===== src/rtl/coord_gen_pkg.sv =====
`default_nettype none
// ============================================================================
//  Module      : coord_gen_pkg
//  Description : Shared interpolation constants and types. Holds the
//                coordinate width, the default block pitch and the raster
//                coordinate generator state encoding.
//  Revision    : 1.0 - initial release
// ============================================================================
package coord_gen_pkg;

    // Width of a signed pixel coordinate (two's complement).
    localparam int COORD_W      = 8;

    // Default pixel pitch between adjacent blocks.
    localparam int STEP_DEFAULT = 8;

    typedef logic signed [COORD_W-1:0] coord_t;

    typedef enum logic [2:0] {
        ST_IDLE    = 3'd0,
        ST_LOAD    = 3'd1,
        ST_WAIT    = 3'd2,
        ST_ADVANCE = 3'd3,
        ST_FINISH  = 3'd4
    } cg_state_e;

endpackage : coord_gen_pkg
`default_nettype wire


===== src/rtl/coord_gen.sv =====
`default_nettype none
// ============================================================================
//  Module      : coord_gen
//  Description : Raster-order block coordinate generator. On START it
//                captures the upper-left base coordinate and the block grid
//                size, then walks the grid row-major, presenting each block's
//                (x, y) with a one-cycle WRITE_EN and waiting for BLOCK_DONE
//                before moving on. DONE pulses once the scan completes (or
//                immediately for an empty grid).
//
//  Ports       : CLK          - clock, rising edge active
//                RST_ASYNC_N  - asynchronous active-low reset
//                START        - scan request, honoured only when idle
//                BASE_X/Y     - signed upper-left coordinate of first block
//                NUM_COLS/ROWS- grid size in blocks
//                BLOCK_DONE   - downstream finished current block
//                COORD_X/Y    - current block coordinate
//                WRITE_EN     - load strobe for the coordinate registers
//                BUSY         - high whenever not idle
//                DONE         - one-cycle scan-complete pulse
//
//  Revision    : 1.0 - initial release
// ============================================================================
module coord_gen
    import coord_gen_pkg::*;
#(
    parameter int STEP  = STEP_DEFAULT,
    parameter int CNT_W = 4
) (
    input  logic                      CLK,
    input  logic                      RST_ASYNC_N,
    input  logic                      START,
    input  logic signed [COORD_W-1:0] BASE_X,
    input  logic signed [COORD_W-1:0] BASE_Y,
    input  logic        [CNT_W-1:0]   NUM_COLS,
    input  logic        [CNT_W-1:0]   NUM_ROWS,
    input  logic                      BLOCK_DONE,
    output logic signed [COORD_W-1:0] COORD_X,
    output logic signed [COORD_W-1:0] COORD_Y,
    output logic                      WRITE_EN,
    output logic                      BUSY,
    output logic                      DONE
);

    // Pitch truncated to coordinate width; additions then wrap modulo 2^8.
    localparam coord_t STEP_C = coord_t'(STEP);

    // ------------------------------------------------------------------------
    // State and datapath registers
    // ------------------------------------------------------------------------
    cg_state_e          state_q,    state_d;
    coord_t             base_x_q,   base_x_d;
    logic [CNT_W-1:0]   num_cols_q, num_cols_d;
    logic [CNT_W-1:0]   num_rows_q, num_rows_d;
    logic [CNT_W-1:0]   col_q,      col_d;
    logic [CNT_W-1:0]   row_q,      row_d;
    coord_t             coord_x_q,  coord_x_d;
    coord_t             coord_y_q,  coord_y_d;
    logic               write_en_q, write_en_d;
    logic               busy_q,     busy_d;
    logic               done_q,     done_d;

    logic               last_col;
    logic               last_row;
    logic               empty_grid;

    // Counters are only compared while a non-empty scan is running, so the
    // "minus one" never underflows in a way that matters.
    assign last_col   = (col_q == (num_cols_q - CNT_W'(1)));
    assign last_row   = (row_q == (num_rows_q - CNT_W'(1)));
    assign empty_grid = (NUM_COLS == '0) || (NUM_ROWS == '0);

    // ------------------------------------------------------------------------
    // Process 1: state and registered outputs
    // ------------------------------------------------------------------------
    always_ff @(posedge CLK or negedge RST_ASYNC_N) begin
        if (!RST_ASYNC_N) begin
            state_q    <= ST_IDLE;
            base_x_q   <= '0;
            num_cols_q <= '0;
            num_rows_q <= '0;
            col_q      <= '0;
            row_q      <= '0;
            coord_x_q  <= '0;
            coord_y_q  <= '0;
            write_en_q <= 1'b0;
            busy_q     <= 1'b0;
            done_q     <= 1'b0;
        end else begin
            state_q    <= state_d;
            base_x_q   <= base_x_d;
            num_cols_q <= num_cols_d;
            num_rows_q <= num_rows_d;
            col_q      <= col_d;
            row_q      <= row_d;
            coord_x_q  <= coord_x_d;
            coord_y_q  <= coord_y_d;
            write_en_q <= write_en_d;
            busy_q     <= busy_d;
            done_q     <= done_d;
        end
    end

    // ------------------------------------------------------------------------
    // Process 2: next-state logic
    // ------------------------------------------------------------------------
    always_comb begin
        state_d = state_q;
        case (state_q)
            ST_IDLE: begin
                if (START) begin
                    state_d = empty_grid ? ST_FINISH : ST_LOAD;
                end
            end
            ST_LOAD: begin
                state_d = ST_WAIT;
            end
            ST_WAIT: begin
                if (BLOCK_DONE) begin
                    state_d = (last_col && last_row) ? ST_FINISH : ST_ADVANCE;
                end
            end
            ST_ADVANCE: begin
                state_d = ST_LOAD;
            end
            ST_FINISH: begin
                state_d = ST_IDLE;
            end
            default: begin
                state_d = ST_IDLE;
            end
        endcase
    end

    // ------------------------------------------------------------------------
    // Process 3: output and datapath next values
    // Strobes are derived from the next state so that they are registered
    // yet line up exactly with the state they describe.
    // ------------------------------------------------------------------------
    always_comb begin
        base_x_d   = base_x_q;
        num_cols_d = num_cols_q;
        num_rows_d = num_rows_q;
        col_d      = col_q;
        row_d      = row_q;
        coord_x_d  = coord_x_q;
        coord_y_d  = coord_y_q;

        case (state_q)
            ST_IDLE: begin
                if (START) begin
                    base_x_d   = BASE_X;
                    num_cols_d = NUM_COLS;
                    num_rows_d = NUM_ROWS;
                    col_d      = '0;
                    row_d      = '0;
                    coord_x_d  = BASE_X;
                    coord_y_d  = BASE_Y;
                end
            end
            ST_ADVANCE: begin
                if (!last_col) begin
                    col_d     = col_q + CNT_W'(1);
                    coord_x_d = coord_x_q + STEP_C;
                end else begin
                    // Wrap to the start of the next row.
                    col_d     = '0;
                    row_d     = row_q + CNT_W'(1);
                    coord_x_d = base_x_q;
                    coord_y_d = coord_y_q + STEP_C;
                end
            end
            default: begin
                // LOAD, WAIT and FINISH hold the datapath.
            end
        endcase

        write_en_d = (state_d == ST_LOAD);
        busy_d     = (state_d != ST_IDLE);
        done_d     = (state_d == ST_FINISH);
    end

    assign COORD_X  = coord_x_q;
    assign COORD_Y  = coord_y_q;
    assign WRITE_EN = write_en_q;
    assign BUSY     = busy_q;
    assign DONE     = done_q;

endmodule : coord_gen
`default_nettype wire


===== config.mk =====
export PLATFORM = sky130hd
export DESIGN_NAME = coord_gen
export DESIGN_NICKNAME = d
export VERILOG_FILES = /design/src/rtl/coord_gen_pkg.sv /design/src/rtl/coord_gen.sv
export SDC_FILE = /design/constraint.sdc
export NUM_CORES = 1
export LEC_CHECK = 0
export CORE_MARGIN = 2
export CORE_UTILIZATION = 40
export CTS_CLUSTER_DIAMETER = 50
export DETAILED_ROUTE_END_ITERATION = 12
export GPL_TIMING_DRIVEN = 0
export PLACE_DENSITY = 0.72
export RECOVER_POWER = 25
export SYNTH_ARGS = -nofsm -noshare
export SYNTH_HDL_FRONTEND = slang
export SYNTH_SLANG_ARGS = --single-unit

===== constraint.sdc =====
create_clock -name CLK -period 5.7 [get_ports CLK]
set_input_delay 0.57 -clock CLK [delete_from_list [all_inputs] [get_ports CLK]]
set_output_delay 0.57 -clock CLK [all_outputs]
set_load 0.02 [all_outputs]

### Word-level counts from Yosys, hierarchy flattened

Cells that the tools add are included.

* bits in registers: 46
* RAM bits: 0
* word-level logic and storage cells: 52
* output and inout bits: 19
* input bits: 28
* bits in read-only memories: 0
* memories: 0
* latch bits: 0

* $lt $le $gt $ge: 0
* divide/modulo/power cells: 0
* $add $sub $neg: 6
* $mul: 0
* reductions and logical operators: 10
* shift-type cells: 0
* bitwise logic cells: 0
* mux-type cells: 16
* equality and inequality tests: 9

Operators by type and width (count)
* $mux W8: 4
* $pmux W8 S2: 2
* $add A8 B5 Y8 const B: 2
* $pmux W4 S2: 2
* $mux W3: 4
* $mux W4: 3
* $pmux W3 S4: 1
* $add A4 B1 Y4 const B: 2
* $eq A4 B4 Y1: 2
* $logic_not A4 Y1: 2
* $sub A4 B1 Y4 const B: 2
* $eq A3 B1 Y1 const B: 2
* $eq A3 B2 Y1 const B: 2
* $ne A2 B2 Y1 const B: 2
* $reduce_and A2 Y1: 2
* $eq A3 B3 Y1 const B: 1
* $logic_not A3 Y1: 1
* $reduce_and A3 Y1: 1
* $reduce_bool A3 Y1: 1
* $reduce_bool A2 Y1: 1
* $logic_and A1 B1 Y1: 1
* $logic_or A1 B1 Y1: 1

### Depth between registers and ports, before layout

* depth in word-level cells: 7
* gate-level depth with buffers: 8
* gate-level depth less buffers: 7

### Worst setup path after synthesis

OpenSTA, ideal clock, no wires.

* path type: register -> register
* start point: register num_cols_q[0]
* end point: register done_q, in the netlist DONE
* slack: 3.490 ns
* stages on the path, launching flop included: 8
* arrival: 2.100 ns
* cell sequence: dfrtp_1 > inv_1 > ha_1 > xor3_1 > nor3_2 > nand2_2 > or4_4 > o41ai_1

* cells in the longest elaborated chain, start to end: 7

RTL lines
* start, declared: RTL line coord_gen.sv:53 `logic [CNT_W-1:0] num_cols_q, num_cols_d;`
* start signal, assigned: RTL line coord_gen.sv:92 `num_cols_q <= num_cols_d;`
* $sub A4 B1 Y4: RTL line coord_gen.sv:69 `assign last_col = (col_q == (num_cols_q - CNT_W'(1)));`
* $eq A4 B4 Y1: RTL line coord_gen.sv:69
* $logic_and A1 B1 Y1: RTL line coord_gen.sv:120 `state_d = (last_col && last_row) ? ST_FINISH : ST_ADVANCE;`
* $mux W3: RTL line coord_gen.sv:120
* $mux W3: RTL line coord_gen.sv:119 `if (BLOCK_DONE) begin`
* $pmux W3 S4: RTL line coord_gen.sv:109 `case (state_q)`
* $eq A3 B3 Y1: RTL line coord_gen.sv:180 `done_d = (state_d == ST_FINISH);`
* net done_d: RTL line coord_gen.sv:61 `logic done_q, done_d;`
* end signal, assigned: RTL line coord_gen.sv:100 `done_q <= done_d;`
* end, declared: RTL line coord_gen.sv:61

The timed path passes the listed nets, and every way through them passes these cells.
A chain may end at the register's enable or synchronous reset.

### Worst setup path after layout

* start point: input START
* end point: register state_q[2]

* cells in the longest elaborated chain, start to end: 2

RTL lines
* start, declared: RTL line coord_gen.sv:32 `input logic START,`
* $mux W3: RTL line coord_gen.sv:111 `if (START) begin`
* $pmux W3 S4: RTL line coord_gen.sv:109
* net state_d[2]: RTL line coord_gen.sv:51 `cg_state_e state_q, state_d;`
* end signal, assigned: RTL line coord_gen.sv:90 `state_q <= state_d;`
* end, declared: RTL line coord_gen.sv:51

The timed path passes the listed nets, and every way through them passes these cells.

==> impl_metrics.tcl <==
set metrics [dict create \
    critPathMaxStageDelay_ps 880 \
    synth-compound-area-share_pct 14.3 \
    cts_buffers 5 \
    drive_above_1_share_pct 6.21 \
    critical_path.max_fanout 10 \
    vias 1946 \
    max_freq_ghz 0.351 \
    r2r-start "state_q[2]" \
    die_y_um 79.6 \
    fillers 515 \
    regToRegSetupSlack_ps 3000 \
    whs_ps 364 \
    ioPinCount 47 \
    reg2reg_depth 6 \
    dp_slack_ps 2540 \
    path_cells "clkdlybuf4s50_1 -> nor4b_1 -> clkbuf_1 -> buf_2 -> o21ai_0 -> o41ai_1" \
    synth_top_area_share_pct 50.3 \
    worst_slew_pin_slew_ps 1650 \
    viasPerCell 5.38 \
    synth_seq_cells 46 \
    clkSinkCount 46 \
    period_share_pct 49.9 \
    maxSlewHeadroom_pct -10.0 \
    start_util_pct 41.6 \
    finalPower_mw 1.68 \
    yosys.area_share.simple_pct 20.4 \
    drv_slew 30 \
    hpwl_um 3720 \
    postCtsSetupBuffers 0 \
    violations "max-capacitance violations, max-slew violations" \
    die_w_um 79.6 \
    async_flop_share_pct 100 \
    crit_slowest_cell "nor4b_1" \
    tritoncts "done" \
    cts_root_buffer "clkbuf_8" \
    synthTopCellsByArea "dfrtp_1 (50%), nand2_1 (8.7%), ha_1 (3.3%)" \
    netlist_instances 235 \
    fin_crit_ps 2850 \
    h-tree-depth 2 \
    hold_viol 0 \
    hp-class "input pin to async pin" \
    syn-cell-area_um2 2290 \
    fin_skew_ps 11.1 \
    grt-ovfl-total 0 \
    cts_resized 0 \
    rows 27 \
    syn2layout_area_growth_pct 30.0 \
    wl_um 5220 \
    synthMuxAreaShare_pct 2.19 \
    r2r-end "state_q[2]" \
    drt_iter0_drc 126 \
    synth_edf_count 0 \
    path_clk_slew_ps 90 \
    status "finished, violations left" \
    leakage_nw 1.32 \
    synth.most_common_cell "nand2_1" \
    crit_type "input pin to flip-flop" \
    synth_top_family_by_area "simple AND/OR/NAND/NOR gates" \
    synth_cell_types 44 \
    ys_top_cells_by_count "nand2_1 (53), dfrtp_1 (46), nor3_1 (11)" \
    portBuffers 46 \
    grt_pass1_vias 1869 \
    endpoint_kind "flip-flop" \
    grt_max_degree 30 \
    yosys.area.top_type "dfrtp_1" \
    ant_nets 0 \
    ys.flop_type "dfrtp_1" \
    finalCoreUtilization_pct 54.0 \
    core_area_um2 5510 \
    firstDrtPassIters 4 \
    rsz0062_at_grt "false" \
    synth_nets 269 \
    n_antenna_cell 0 \
    crit_path_start_kind "input pin" \
    crit_required_ps 5890 \
    grt_pass1_wl_um 9030 \
    avgSynthCellArea_um2 9.74 \
    synthAdderAreaFrac_pct 3.28 \
    peakVddDrop_v 0.000322 \
    finalSetupViolCount 0 \
    finalSetupTns_ps 0 \
    cts_buffer_depth 2 \
    fin_ws_ps 2850 \
    antenna_found_initial 0 \
    drc_errors 0 \
    synth_warnings 0 \
    synth-xor-area-share_pct 6.34 \
    grt.total_usage_pct 18.2 \
    fin_nets 323 \
    gp_congestion 0.788 \
    drv_cap 1 \
    wl_per_cell_um 14.4 \
    worst_skew_pair.late_latency_ps 300 \
    critPathArrivalTime_ps 3030 \
    cts_hold_buf 0 \
    power_density_nw_per_um2 564 \
    synth-seq-area-share_pct 50.3 \
    fp.dieArea_um2 6340 \
]
[cell families (layout without fill, tap and decap cells)]
kind of cell	Yosys count	after routing
simple gates	98	98
flops	46	46
mux	5	5
xor+xnor	14	14
compound gates	47	47
fa+ha+maj	6	6
buf+inv	19	74
[how the worst max path moves through the flow]
stage	startpoint	endpoint	slack (ps)
final	START	state_q[2]	2850
after global routing	START	DONE	2660
after CTS	START	state_q[2]	2820
after detailed placement	START	state_q[2]	2540
after global placement	START	DONE	2510
after floorplan	num_cols_q[0]	DONE	3490
[sequential cells by signal, summed over array words and instances, names as in the netlist]
name	count
num_rows_q	4
COORD_Y	8
WRITE_EN	1
COORD_X	8
base_x_q	8
col_q	4
DONE	1
row_q	4
state_q	3
BUSY	1
num_cols_q	4
[layer usage]
metal	routed length (um)	vias to the layer above	global-route usage [%]	share of wire (%)
met4	54	0	6.21	1.0
met5	0	-	0	0
met3	301	7	3.73	5.8
met1	2510	945	26.7	48
li1	-	940	-	-
met2	2350	54	26.6	45
[critical path, delay by kind of cell]
kind / cells / cell delay, ps
AO/OA/AOI/OAI: 2 / 280
AND/OR/NAND/NOR: 1 / 880
buffers and inverters: 3 / 1300
[where the power goes]
part / internal, mW / leakage [nW] / total (mW) / switching (mW)
combinational: 0.373 / 0.678 / 0.796 / 0.423
sequential: 0.462 / 0.577 / 0.590 / 0.128
clock: 0.176 / 0.0683 / 0.290 / 0.115
[metrics by stage]
stage | instances | area [um2]
floorplan | 235 | 2290
global route | 362 | 2970
detailed placement | 354 | 2850
global placement | 353 | 2840
finish | 362 | 2970
CTS | 362 | 2990
[final cells by class]
cell class	count	area, um2	share of cell area (%)
sequential	46	1150	38.7
multi-input combinational	170	1060	35.8
timing repair buffer	47	458	15.4
tap	72	90.1	3.03
clock buffer	5	68.8	2.31
clock inverter	3	68.8	2.31
buffer	13	51.3	1.72
inverter	6	22.5	0.757
[layout by cell type, fill, tap and decap left out, drive strengths merged, types with 3 or more instances in the layout]
cell type      netlist  final
a21oi                6      6
a21o                 5      5
ha                   6      6
buf                  3      3
nor3                12     12
a31o                 3      3
xor2                 4      4
and2                 4      4
o31ai                3      3
mux2i                5      5
dfrtp               46     46
clkdlybuf4s50        0     45
a221o                3      3
xnor2                9      9
nand3                8      8
inv                  6      6
nor2                 5      5
nand2               54     54
o21ai                9      9
a211oi               3      3
clkbuf              10     17
or4                  3      3
a31oi                4      4
Power figures use the tool's default switching activity.
